[config.mk]
export PLATFORM = sky130hd
export DESIGN_NAME = phy_tx_lane_sched
export DESIGN_NICKNAME = d
export VERILOG_FILES = /design/src/rtl/phy_tx_lane_sched.sv
export SDC_FILE = /design/constraint.sdc
export NUM_CORES = 1
export LEC_CHECK = 0
export ABC_CLOCK_PERIOD_IN_PS = 3500
export BUFFER_PORTS_ARGS = -buffer_cell sky130_fd_sc_hd__buf_2
export CORE_MARGIN = 2
export CORE_UTILIZATION = 50
export DETAILED_ROUTE_END_ITERATION = 12
export GPL_TIMING_DRIVEN = 0
export PLACE_DENSITY = 0.81
export SYNTH_ARGS = -nofsm -noshare
export SYNTH_HDL_FRONTEND = slang
export SYNTH_SLANG_ARGS = --single-unit
export TNS_END_PERCENT = 10
[constraint.sdc]
create_clock -name clk_4f -period 3.5 [get_ports clk_4f]
set_input_delay 0.7 -clock clk_4f [delete_from_list [all_inputs] [get_ports clk_4f]]
set_output_delay 0.7 -clock clk_4f [all_outputs]
set_load 0.02 [all_outputs]
[src/rtl/phy_tx_lane_sched.sv]
`default_nettype none
// ============================================================================
// Module   : phy_tx_lane_sched
// Brief    : Four-lane TX scheduler, per-lane byte FIFOs into one 9-bit slot.
// Revision : 1.0 - initial release
// ============================================================================
module phy_tx_lane_sched #(
  parameter int         DEPTH    = 4,
  parameter logic [7:0] IDLE_SYM = 8'hBC
) (
  input  logic        clk_4f,
  input  logic        reset,
  input  logic [3:0]  in_valid,
  input  logic [31:0] in_data,
  output logic [3:0]  in_ready,
  input  logic [3:0]  lane_en,
  input  logic        tdm_mode,
  input  logic        flush,
  output logic [8:0]  data_out,
  output logic [1:0]  lane_out,
  output logic [3:0]  fifo_full
);

  localparam int                 c_PTR_W    = (DEPTH > 1) ? $clog2(DEPTH) : 1;
  localparam int                 c_CNT_W    = c_PTR_W + 1;
  localparam logic [c_CNT_W-1:0] c_FULL_CNT = c_CNT_W'(DEPTH);

  logic [3:0]      w_push;
  logic [3:0]      w_pop;
  logic [3:0]      w_empty;
  logic [3:0]      w_full;
  logic [3:0]      w_elig;
  logic [3:0][7:0] w_head;
  logic            w_gnt_vld;
  logic [1:0]      w_gnt_lane;
  logic [1:0]      w_idx;
  logic [1:0]      rr_q, rr_d;
  logic [8:0]      data_out_q, data_out_d;
  logic [1:0]      lane_out_q, lane_out_d;

  assign in_ready = lane_en & ~w_full & {4{~flush & ~reset}};
  assign w_push   = in_valid & in_ready;
  assign w_elig   = lane_en & ~w_empty;
  assign w_pop    = w_gnt_vld ? (4'b0001 << w_gnt_lane) : 4'b0000;

  for (genvar gi = 0; gi < 4; gi++) begin : g_lane
    logic [7:0]         mem_q [DEPTH];
    logic [c_PTR_W-1:0] wr_ptr_q;
    logic [c_PTR_W-1:0] rd_ptr_q;
    logic [c_CNT_W-1:0] cnt_q, cnt_d;
    logic               full_q;

    always_comb begin
      cnt_d = cnt_q;
      case ({w_push[gi], w_pop[gi]})
        2'b10:   cnt_d = cnt_q + c_CNT_W'(1);
        2'b01:   cnt_d = cnt_q - c_CNT_W'(1);
        default: cnt_d = cnt_q;
      endcase
    end

    always_ff @(posedge clk_4f or posedge reset) begin
      if (reset) begin
        wr_ptr_q <= '0;
        rd_ptr_q <= '0;
        cnt_q    <= '0;
        full_q   <= 1'b0;
      end else if (flush) begin
        wr_ptr_q <= '0;
        rd_ptr_q <= '0;
        cnt_q    <= '0;
        full_q   <= 1'b0;
      end else begin
        if (w_push[gi]) wr_ptr_q <= wr_ptr_q + c_PTR_W'(1);
        if (w_pop[gi])  rd_ptr_q <= rd_ptr_q + c_PTR_W'(1);
        cnt_q  <= cnt_d;
        full_q <= (cnt_d == c_FULL_CNT);
      end
    end

    // Storage needs no reset; occupancy is tracked solely by cnt_q.
    always_ff @(posedge clk_4f) begin
      if (w_push[gi]) mem_q[wr_ptr_q] <= in_data[8*gi +: 8];
    end

    assign w_empty[gi] = (cnt_q == '0);
    assign w_full[gi]  = full_q;
    assign w_head[gi]  = mem_q[rd_ptr_q];
  end

  always_comb begin
    w_gnt_vld  = 1'b0;
    w_gnt_lane = 2'd0;
    w_idx      = 2'd0;
    if (!flush) begin
      if (tdm_mode) begin
        w_gnt_vld  = w_elig[rr_q];
        w_gnt_lane = rr_q;
      end else begin
        // Scan farthest offset first so the lane nearest rr_q wins last.
        for (int k = 3; k >= 0; k--) begin
          w_idx = rr_q + 2'(k);
          if (w_elig[w_idx]) begin
            w_gnt_vld  = 1'b1;
            w_gnt_lane = w_idx;
          end
        end
      end
    end
  end

  always_comb begin
    rr_d       = rr_q;
    data_out_d = {1'b0, IDLE_SYM};
    lane_out_d = 2'd0;
    if (flush) begin
      rr_d = 2'd0;
    end else if (tdm_mode) begin
      rr_d = rr_q + 2'd1;
    end else if (w_gnt_vld) begin
      rr_d = w_gnt_lane + 2'd1;
    end
    if (w_gnt_vld) begin
      data_out_d = {1'b1, w_head[w_gnt_lane]};
      lane_out_d = w_gnt_lane;
    end
  end

  always_ff @(posedge clk_4f or posedge reset) begin
    if (reset) begin
      rr_q       <= 2'd0;
      data_out_q <= {1'b0, IDLE_SYM};
      lane_out_q <= 2'd0;
    end else begin
      rr_q       <= rr_d;
      data_out_q <= data_out_d;
      lane_out_q <= lane_out_d;
    end
  end

  assign data_out  = data_out_q;
  assign lane_out  = lane_out_q;
  assign fifo_full = w_full;

endmodule
`default_nettype wire
Word-level counts from Yosys, hierarchy flattened --
Memories as Yosys holds them, arrays and structs flattened. Cells that the tools add are included.
Storage, ports and cells: register bits after elaboration 45, memory bits (writable) 128, bits of input ports 44, output and inout port bits 19, memories 4
Operators by class: add/subtract/negate cells 20, order comparisons 5, equality and inequality tests 12, shift operators 1, muxes and demuxes 64, bitwise operators 9, reductions and logical operators 13
Memories:
- g_lane[0].mem_q | depth 4, width 8, rd ports 1, clocked after Yosys merged registers in 0, write ports 1, RTL line 47 | logic [7:0] mem_q [DEPTH];
- g_lane[1].mem_q | depth 4, width 8, rd ports 1, clocked after Yosys merged registers in 0, write ports 1, RTL line 47
- g_lane[2].mem_q | depth 4, width 8, rd ports 1, clocked after Yosys merged registers in 0, write ports 1, RTL line 47
- g_lane[3].mem_q | depth 4, width 8, rd ports 1, clocked after Yosys merged registers in 0, write ports 1, RTL line 47
Operators by type and width (number):
- $mux 2 | 26
- $pmux 3 s2 | 4
- $mux 1 | 22
- $add 2x1->2 const B | 10
- $and 4x4->4 | 4
- $bmux 8 s2 | 1
- $reduce_bool 2->1 | 8
- $lt 2x3->1 const B | 5
- $add 3x1->3 const B | 4
- $eq 3x3->1 const B | 4
- $logic_not 3->1 | 4
- $mux 3 | 4
- $sub 3x1->3 const B | 4
- $mux 9 | 1
- $bmux 1 s2 | 4
- $eq 2x1->1 const B | 4
- $eq 2x2->1 const B | 4
- $mux 8 | 1
- $not 4->4 | 2
- $add 2x2->2 const B | 2
- $mux 4 | 1
- $shl 1x2->4 const A | 1
- $reduce_bool 3->1 | 1
- $not 1->1 | 2
- $and 1x1->1 | 1

Depth between registers and ports, before layout --
Gate-level depths: netlist of the first run.
word-level depth 17, gate-level depth with buffers 16

Worst setup path before layout of the first run --
Ideal clock, no wire load.
path kind input -> register, start point input port flush, end point register g_lane[3].full_q, setup time 137 ps, data arrival time 3286 ps, data required time 3363 ps, slack 77 ps, cell stages on the path 11, buffers on the path 1, cell sequence clkbuf_1 -> nor4b_1 -> and2_1 -> inv_1 -> ha_1 -> inv_1 -> fa_1 -> nand2_1 -> nor2_1 -> a31oi_1 -> nor3_1
On the way: cells in the longest elaborated chain, start to end 8, elaborated cells on any way between the ends 13
Ends and longest elaborated chain:
- start: declaration | RTL line 18 | input logic flush,
- $not 1->1 (*) | RTL line 41 | assign in_ready = lane_en & ~w_full & {4{~flush & ~reset}};
- $and 1x1->1 (*) | RTL line 41
- $and 4x4->4 (*) | RTL line 41
- named net in_ready[3] | RTL line 15 | output logic [3:0] in_ready,
- $and 4x4->4 (*) | RTL line 42 | assign w_push = in_valid & in_ready;
- $eq 2x1->1 or $eq 2x2->1 (tied branches) | RTL line 55 | case ({w_push[gi], w_pop[gi]})
- $pmux 3 s2 (*) | RTL line 55
- $eq 3x3->1 (*) | RTL line 77 | full_q <= (cnt_d == c_FULL_CNT);
- $mux 1 (*) | RTL line 68 | end else if (flush) begin
- end signal: assignment | RTL line 77
- end: declaration | RTL line 51 | logic full_q;
The timed path passes the listed nets; every way through them passes the cells marked *. A chain may end at the register's enable or synchronous reset.

Worst setup path in the final report of the first run --
start point register g_lane[0].cnt_q[2], end point register g_lane[3].full_q
On the way: cells in the longest elaborated chain, start to end 17, elaborated cells on any way between the ends 30
Ends and longest elaborated chain:
- start: declaration | RTL line 50 | logic [c_CNT_W-1:0] cnt_q, cnt_d;
- start signal: assignment | RTL line 76 | cnt_q <= cnt_d;
- $logic_not 3->1 (*) | RTL line 86 | assign w_empty[gi] = (cnt_q == '0);
- $not 4->4 (*) | RTL line 43 | assign w_elig = lane_en & ~w_empty;
- $and 4x4->4 (*) | RTL line 43
- $bmux 1 s2 | RTL line 103 | if (w_elig[w_idx]) begin
- $mux 1 (implied by the code) | RTL line 103
- $mux 2 (4 in a row) | RTL line 103
- $mux 2 | RTL line 96 | if (tdm_mode) begin
- $mux 2 | RTL line 95 | if (!flush) begin
- $shl 1x2->4 | RTL line 44 | assign w_pop = w_gnt_vld ? (4'b0001 << w_gnt_lane) : 4'b0000;
- $mux 4 (*) | RTL line 44
- $eq 2x1->1 or $eq 2x2->1 (tied branches) | RTL line 55
- $pmux 3 s2 (*) | RTL line 55
- $eq 3x3->1 (*) | RTL line 77
- $mux 1 (*) | RTL line 68
Every way passes the cells marked *; elsewhere a longest branch is shown, timed or not. The select of a mux whose other input is x is not followed.

==> results.json, run 1 <==
{
  "finClkSkew_ns": 0.00494,
  "fp.dieW_microns": 127,
  "die_h_microns": 127,
  "routed_wl_microns": 15600,
  "status": "finished clean",
  "max_freq_ghz": 0.294,
  "finish.net_count": 635,
  "design.core.area_sq_mm": 0.0150,
  "synth_area_sq_mm": 0.00759,
  "ir_worst_vdd_mv": 0.381,
  "io_buffers": 61,
  "startpoint": "g_lane[0].cnt_q[2]",
  "ys.warnings.count": 0,
  "insertion_delay_ns": 0.43,
  "postSynthAreaPerCell_sq_um": 15.8,
  "endpoint_kind": "flop",
  "path_max_fanout": 8,
  "dpl-instance-area_sq_mm": 0.00815,
  "drv_slew": 0,
  "first_pass_iters": 4,
  "critPathRequiredTime_ns": 3.79,
  "ys_types": 42,
  "fin_crit_sh": 0.971,
  "routed_via_density": 5.77,
  "slew_headroom": 0.201,
  "grt_pass1_vias": 4459,
  "fin_area_sq_mm": 0.00880,
  "syn_nets": 552,
  "drc_errors": 0,
  "cts_root_buffer": "clkbuf_16",
  "hold_ws_ns": 0.322,
  "numCtsBuffers": 17,
  "r2r-start": "g_lane[0].cnt_q[2]",
  "antenna_cells": 0,
  "synth_ff_type": "edfxtp_1",
  "power_leakage_nw": 3.25,
  "finalPower_mw": 4.56,
  "synth-seq-cells": 173,
  "rr_worst_depth": 15,
  "grt_overflow": 0,
  "critPathKind": "reg2reg",
  "rsz0062_at_grt": "true",
  "synth.yosys.seq_area_share": 0.656,
  "path_clk_slew_ns": 0.06,
  "hold_class": "in2async",
  "htree_levels": 4,
  "finalWeightedCongestion": 0.817,
  "area_delta_synth_final_pct": 15.9,
  "finalSetupViolCount": 0,
  "ios": 63,
  "fin_crit_ns": 3.40,
  "drt_iter0_drc": 306,
  "dp_hpwl_microns": 11000,
  "antenna_found_initial": 1,
  "cts_buffer_depth": 2,
  "powerDensity_mw_per_mm2": 518,
  "die-area_sq_mm": 0.0162,
  "start_util": 0.505,
  "cts.sinks": 173,
  "syn_inst": 480,
  "vias": 4410,
  "grt_first_pass_wirelength_microns": 24000,
  "synth-edff-count": 128,
  "n_fill_cell": 1114,
  "wl_per_cell_microns": 20.4,
  "drive_above_1_share": 0.276,
  "grt_start_max_net_pins": 30,
  "layoutNonFillerInstCount": 764,
  "dp_cells": 730,
  "worstSetupStartpointType": "flop",
  "track_usage": 0.202,
  "synthArstFlopShare": 0.260,
  "placementRows": 45,
  "cts_tree": "yes",
  "finalHoldViolCount": 0,
  "maxCapViolCount": 0,
  "arrival_ns": 3.69,
  "postLayoutCoreUtil": 0.585,
  "postRouteAntennaNets": 0,
  "tightest_slew_ns": 1.18
}
## flip-flops by register name (all words and copies together), names as in the netlist
name / flops
data_out: 9
g_lane.cnt_q: 12
g_lane.full_q: 4
g_lane.mem_q: 128
g_lane.rd_ptr_q: 8
g_lane.wr_ptr_q: 8
lane_out: 2
rr_q: 2
## worst paths after layout
| path | to | slack (ns) |
|---|---|---|
| min in group clk_4f | g_lane[0].mem_q[3][3] | 0.48 |
| max in group asynchronous | data_out[3] | 2.62 |
| worst min register to register | g_lane[2].cnt_q[1] | 0.58 |
| worst min-delay path | g_lane[2].cnt_q[2] | 0.32 |
| worst max register to register | g_lane[3].full_q | 0.10 |
| worst max-delay path | g_lane[3].full_q | 0.10 |
## synthesized netlist by cell type (all sizes together), types with 2 or more instances
| cell | n | area [sq um] |
|---|---|---|
| mux4 | 36 | 811 |
| a22oi | 6 | 45.0 |
| clkbuf | 13 | 48.8 |
| nor3 | 9 | 50.1 |
| fa | 4 | 80.1 |
| a21oi | 19 | 106 |
| edfxtp | 128 | 3840 |
| buf | 10 | 72.6 |
| nor4b | 4 | 35.0 |
| dfrtp | 40 | 1000 |
| ha | 24 | 300 |
| inv | 33 | 124 |
| or3 | 10 | 62.6 |
| dfstp | 5 | 131 |
| a211oi | 2 | 15.0 |
| o31a | 4 | 35.0 |
| mux2i | 10 | 100 |
| and2 | 9 | 56.3 |
| a31oi | 6 | 37.5 |
| o21ai | 9 | 45.0 |
| xor2 | 8 | 70.1 |
| xnor2 | 8 | 70.1 |
| nor2 | 36 | 135 |
| and3 | 17 | 106 |
| nand2 | 17 | 63.8 |
## area by class of cell
class	count	area [sq um]	area share
sequential	173	4980	0.566
multi-input combinational	251	2400	0.272
clock buffer	21	450	0.0512
timing repair buffer	64	340	0.0387
tap	188	235	0.0267
clock inverter	11	144	0.0164
buffer	23	131	0.0149
inverter	33	124	0.0141
## placed cells by master, fill, tap and decap left out, types with 5 or more instances in the layout
cell type	netlist	final
or3_1	10	10
a31oi_1	6	6
nand2_1	17	17
mux2i_1	10	10
inv_1	33	32
a22oi_1	6	6
xor2_1	8	8
edfxtp_1	128	128
ha_1	24	21
and2_1	9	9
mux4_2	36	36
o21ai_0	9	9
dfrtp_1	40	38
xnor2_1	8	8
buf_4	4	6
clkbuf_16	0	17
and3_1	17	17
dfstp_2	5	5
nor2_1	36	36
nor3_1	8	6
clkbuf_1	13	16
buf_2	4	64
a21oi_1	18	18
## worst max-delay path: stages, from the launching register on
cell	delay (ns)
dfrtp_2	0.44
o31a_1	0.36
a211oi_1	0.25
nor2_1	0.05
or3_1	0.35
buf_2	0.19
inv_1	0.11
ha_2	0.21
and2_1	0.13
ha_2	0.20
inv_1	0.06
fa_1	0.37
xor2_1	0.15
nor2_1	0.14
xnor2_1	0.18
nor3_1	0.08
## what timing repair did
item                                    4_1_cts  5_1_grt
hold buffers                                  0        0
pin swaps                                     3        7
setup buffers                                 2        0
gates resized for setup                       2        9
endpoints found under the setup margin       11        9
## per-stage QoR
stage / TNS, ns / worst slack [ns]
after global routing: -0.150 / -0.0484
after floorplan: 0 / 0.0773
after global placement: -4.77 / -0.626
after CTS: 0 / 0.0147
final: 0 / 0.103
after detailed placement: -6.26 / -0.668
## report_power, final
part | switching, mW | internal, mW | total [mW]
Clock | 0.753 | 1.14 | 1.89
Combinational | 0.236 | 0.164 | 0.400
Sequential | 0.0245 | 2.24 | 2.27
## logic make-up after synthesis
kind of cell	after synthesis	synth area share
flops	173	0.656
buf+inv	56	0.0323
mux	46	0.120
simple gates	107	0.0719
compound gates	54	0.0518
fa+ha+maj	28	0.0501
xor+xnor	16	0.0185
## routing by layer
metal,vias to the layer above,track usage,share of wire
li1,1972,-,-
met1,2263,0.253,0.41
met2,151,0.345,0.52
met3,22,0.0620,0.064
met4,2,0.0595,0.011
met5,-,0,0.00045
(Power assumes the default switching activity.)
==> run 2: changes to the inputs <==
- ABC_CLOCK_PERIOD_IN_PS: 3500 -> 4070
- PLACE_DENSITY: 0.81 -> 0.79
- clock period: 3.5 -> 4.07 ns (I/O delays scaled with it)
==> results.json, run 2 (synthesis results as in run 1) <==
{
  "status": "finished clean",
  "drt_iter0_drc": 370,
  "power_frac_clock": 0.421,
  "slew_headroom": 0.253,
  "largest_reg_flops": 128,
  "drive_above_1_share": 0.259,
  "endpoint_kind": "flop",
  "wl_per_cell_microns": 19.9,
  "dp_slack_ns": -0.123,
  "start_util": 0.505,
  "finalWeightedCongestion": 0.877,
  "antenna_found_initial": 1,
  "holdBufCountCts": 0,
  "path_clk_slew_ns": 0.06,
  "postRouteAntennaNets": 0,
  "max_freq_ghz": 0.263,
  "fin_setup_tns_ns": 0,
  "grt_overflow": 0,
  "tightest_slew_ns": 1.10,
  "cts_buffer_depth": 2,
  "finClkSkew_ns": 0.00690,
  "die_h_microns": 127,
  "dp_cells": 730,
  "cts_root_buffer": "clkbuf_16",
  "layout_commonest_cell": "edfxtp_1",
  "switching_share": 0.218,
  "layoutNonFillerInstCount": 761,
  "cts.sinks": 173,
  "finalSetupViolCount": 0,
  "drv_slew": 0,
  "mostFrequentLayoutCells": "128 x edfxtp_1, 65 x buf_2, 40 x dfrtp_1",
  "regMostFlops": "g_lane.mem_q",
  "fin_crit_sh": 0.934,
  "worstSetupStartpointType": "flop",
  "design.core.area_sq_mm": 0.0150,
  "p_int_mw": 3.08,
  "htree_levels": 4,
  "grt_first_pass_wirelength_microns": 23500,
  "numCtsBuffers": 17,
  "critPathRequiredTime_ns": 4.36,
  "grt_pass1_vias": 4418,
  "grt_start_max_net_pins": 29,
  "fp.dieW_microns": 127,
  "insertion_delay_ns": 0.43,
  "fin_crit_ns": 3.80,
  "wl_met3_microns": 769,
  "route.met2.wl_microns": 7780,
  "io_buffers": 61,
  "first_pass_iters": 6,
  "r2r_end": "g_lane[0].cnt_q[2]",
  "area_delta_synth_final_pct": 15.3,
  "post-cts-setup-buffer-count": 0,
  "critPathKind": "reg2reg",
  "p_switching_mw": 0.860,
  "fin_ws_ns": 0.269,
  "path_max_fanout": 11,
  "r2r_slack_ns": 0.27,
  "pwr-share-seq": 0.494,
  "placementRows": 45,
  "dp_hpwl_microns": 10900,
  "hold_ws_ns": 0.434,
  "drc_errors": 0,
  "rsz0062_at_grt": "false",
  "cts.repair.resized": 0,
  "maxCapViolCount": 0,
  "arrival_ns": 4.09,
  "track_usage": 0.197,
  "postLayoutCoreUtil": 0.582,
  "cts_tree": "yes",
  "rr_worst_depth": 15,
  "finish.net_count": 633,
  "finalHoldViolCount": 0,
  "powerDensity_mw_per_mm2": 450,
  "routed_via_density": 5.64,
  "vias": 4290,
  "die-area_sq_mm": 0.0162,
  "ios": 63,
  "hold_class": "in2async",
  "r2r-start": "g_lane[1].cnt_q[0]",
  "power_leakage_nw": 3.24,
  "routed_wl_microns": 15100,
  "wl_met1_microns": 6360,
  "ir_worst_vdd_mv": 0.349,
  "highest_layer": "met4",
  "p_comb_frac": 0.085
}
[run 2: layout make-up]
class	count	area, sq um
tap	188	235
fill	1115	6280
buffer	23	121
clock buffer	19	433
inverter	33	124
clock inverter	11	168
timing repair buffer	62	325
multi-input combinational	251	2370
antenna	1	2.50
sequential	173	4980
[run 2: power by group through the flow]
stage | sequential, mW | combinational, mW | clock, mW
3_3_place_gp | 1.98 | 0.315 | 0
2_1_floorplan | 1.99 | 0.209 | 0
5_1_grt | 1.95 | 0.365 | 1.75
4_1_cts | 1.95 | 0.336 | 1.69
3_5_place_dp | 1.98 | 0.333 | 0
6_report | 1.95 | 0.335 | 1.66
[run 2: layer usage]
layer  GRT usage  vias to the layer above
met2       0.339                      116
met1       0.246                     2193
li1            -                     1963
met4      0.0653                        0
met5           0                        -
met3      0.0523                       18
[run 2: critical path: stages, from the launching register on]
cell and delay [ns]:
dfrtp_1 0.44, o31a_1 0.38, nor2_1 0.15, a22oi_1 0.13
o22ai_4 0.38, buf_2 0.44, ha_1 0.26, inv_1 0.08
nor3_1 0.25, ha_1 0.23, inv_1 0.07, fa_1 0.37
xor2_1 0.15, nor2_1 0.12, xnor2_1 0.15, nor2_1 0.06
[run 2: through the flow]
stage | instance area (sq um) | power (mW)
final | 8750 | 3.94
after global routing | 8750 | 4.06
after CTS | 8750 | 3.97
after detailed placement | 8150 | 2.32
after global placement | 8130 | 2.30
after floorplan | 7590 | 2.20
[run 2: worst max-delay path by stage]
stage	start	endpoint	slack, ns	cells past startpoint
6_report	g_lane[1].cnt_q[0]	g_lane[0].cnt_q[2]	0.27	15
5_1_grt	g_lane[1].cnt_q[0]	g_lane[0].full_q	0.10	15
4_1_cts	g_lane[0].cnt_q[0]	g_lane[1].full_q	0.30	16
3_5_place_dp	flush	g_lane[0].full_q	-0.12	14
3_3_place_gp	flush	g_lane[0].full_q	-0.10	14
2_1_floorplan	flush	g_lane[3].full_q	0.53	11
==> run 3: changes to the inputs <==
- RECOVER_POWER: unset -> 100
==> results.json, run 3 (synthesis results as in run 1) <==
{
  "start_util": 0.505,
  "routed_via_density": 5.67,
  "finalWeightedCongestion": 0.877,
  "die-area_sq_mm": 0.0162,
  "n_fill_cell": 1152,
  "area_delta_synth_final_pct": 13.9,
  "post-cts-setup-buffer-count": 0,
  "vias": 4308,
  "hold_class": "reg2reg",
  "drive_above_1_share": 0.157,
  "worstSetupStartpointType": "flop",
  "numCtsBuffers": 17,
  "cts.sinks": 173,
  "cp_common_cell": "nor2_1",
  "die_h_microns": 127,
  "routed_wl_microns": 15100,
  "drt_iter0_drc": 322,
  "fin_ws_ns": 0.277,
  "max_freq_ghz": 0.264,
  "path_clk_slew_ns": 0.06,
  "grt_overflow": 0,
  "slew_headroom": 0.00771,
  "finalHoldViolCount": 0,
  "ios": 63,
  "multi_input_area_sq_mm": 0.00235,
  "postRouteAntennaNets": 0,
  "layoutNonFillerInstCount": 760,
  "grt_pass1_vias": 4418,
  "cts.repair.resized": 0,
  "track_usage": 0.197,
  "fin_area_sq_mm": 0.00865,
  "holdBufCountCts": 0,
  "layout_commonest_cell": "edfxtp_1",
  "io_buffers": 61,
  "wl_per_cell_microns": 19.9,
  "htree_levels": 4,
  "regMostFlops": "g_lane.mem_q",
  "finClkSkew_ns": 0.00655,
  "critPathKind": "reg2reg",
  "finalSetupViolCount": 0,
  "design.core.area_sq_mm": 0.0150,
  "cts_buffer_depth": 2,
  "rsz0062_at_grt": "false",
  "powerDensity_mw_per_mm2": 454,
  "ir_worst_vdd_mv": 0.347,
  "fin_crit_sh": 0.932,
  "finish.net_count": 633,
  "grt_start_max_net_pins": 29,
  "status": "finished clean",
  "antenna_found_initial": 0,
  "arrival_ns": 4.08,
  "endpoint_kind": "flop",
  "cts_tree": "yes",
  "first_pass_iters": 5,
  "drc_errors": 0,
  "dpl-instance-area_sq_mm": 0.00815,
  "dp_hpwl_microns": 10900,
  "ff_latch_area_sq_mm": 0.00498,
  "insertion_delay_ns": 0.43,
  "cts_root_buffer": "clkbuf_16",
  "largest_reg_flops": 128,
  "cpPeakStageDelay_ns": 0.44,
  "path_max_fanout": 11,
  "placementRows": 45,
  "critPathRequiredTime_ns": 4.36,
  "fp.dieW_microns": 127,
  "dp_cells": 730,
  "crit_path_top_delay_cell": "dfrtp_1",
  "mostFrequentLayoutCells": "128 x edfxtp_1, 69 x clkbuf_1, 40 x dfrtp_1",
  "maxCapViolCount": 0,
  "fin_crit_ns": 3.79,
  "antenna_cells": 0,
  "drv_slew": 0,
  "tightest_slew_ns": 1.49,
  "dp_slack_ns": -0.123,
  "grt_first_pass_wirelength_microns": 23500,
  "power_leakage_nw": 3.07,
  "crit_chain": "o31a_1, nor2_1, a22oi_1, o22ai_4, buf_2, ha_1, inv_1, nor3_1, ha_1, inv_1, fa_1, xor2_1, nor2_1, xnor2_1, nor2_1"
}
[run 3: cell count changes in the layout (fill, tap and decap cells not counted), moves of 9 or more]
cell,previous run,this run
and2_0,0,9
buf_2,65,12
and2_1,9,0
clkbuf_1,15,69
[run 3: critical path, delay by kind of cell (launching register included)]
family	cells	cell delay, ns
simple gates	4	0.57
fa+ha+maj	3	0.86
flops	1	0.44
compound gates	3	0.88
buf+inv	3	0.59
xor+xnor	2	0.30
[run 3: path summary, 6_finish.rpt]
kind                                     from                    end  slack [ns]  cells after the start
setup / recovery           g_lane[1].cnt_q[0]     g_lane[0].cnt_q[2]        0.28                     15
hold / removal             g_lane[2].cnt_q[1]     g_lane[2].cnt_q[1]        0.56                      2
setup reg to reg           g_lane[1].cnt_q[0]     g_lane[0].cnt_q[2]        0.28                     15
hold reg to reg            g_lane[2].cnt_q[1]     g_lane[2].cnt_q[1]        0.56                      2
max in group asynchronous               reset  g_lane[3].rd_ptr_q[1]        1.67                      3
min in group asynchronous               reset     g_lane[3].cnt_q[0]        0.59                      2
[run 3: power by group]
part           switching [mW]  internal (mW)  total [mW]
clock                   0.640           1.02        1.66
combinational           0.196          0.123       0.319
sequential             0.0203           1.93        1.95
[run 3: stage by stage]
step	TNS [ns]	total power, mW	util	hold slack [ns]
CTS	0	3.97	0.582	0.421
global route	0	4.05	0.575	0.609
detailed placement	-0.322	2.32	0.542	0.545
finish	0	3.93	0.575	0.563
global placement	-0.181	2.30	0.541	0.523
floorplan	0	2.20	-	0.503
[run 3: cell type report]
type | count | share of cell area
tap | 188 | 0.0272
buffer | 23 | 0.0139
clock buffer | 19 | 0.0501
clock inverter | 11 | 0.0194
inverter | 33 | 0.0143
multi-input combinational | 251 | 0.271
sequential | 173 | 0.575
timing repair buffer | 62 | 0.0282
[run 3: metal layers]
metal / vias up / global-route usage / part of all wire
met5: - / 0 / 0
met4: 0 / 0.0653 / 0.014
met3: 19 / 0.0523 / 0.053
met2: 115 / 0.339 / 0.51
met1: 2212 / 0.246 / 0.42
li1: 1962 / - / -
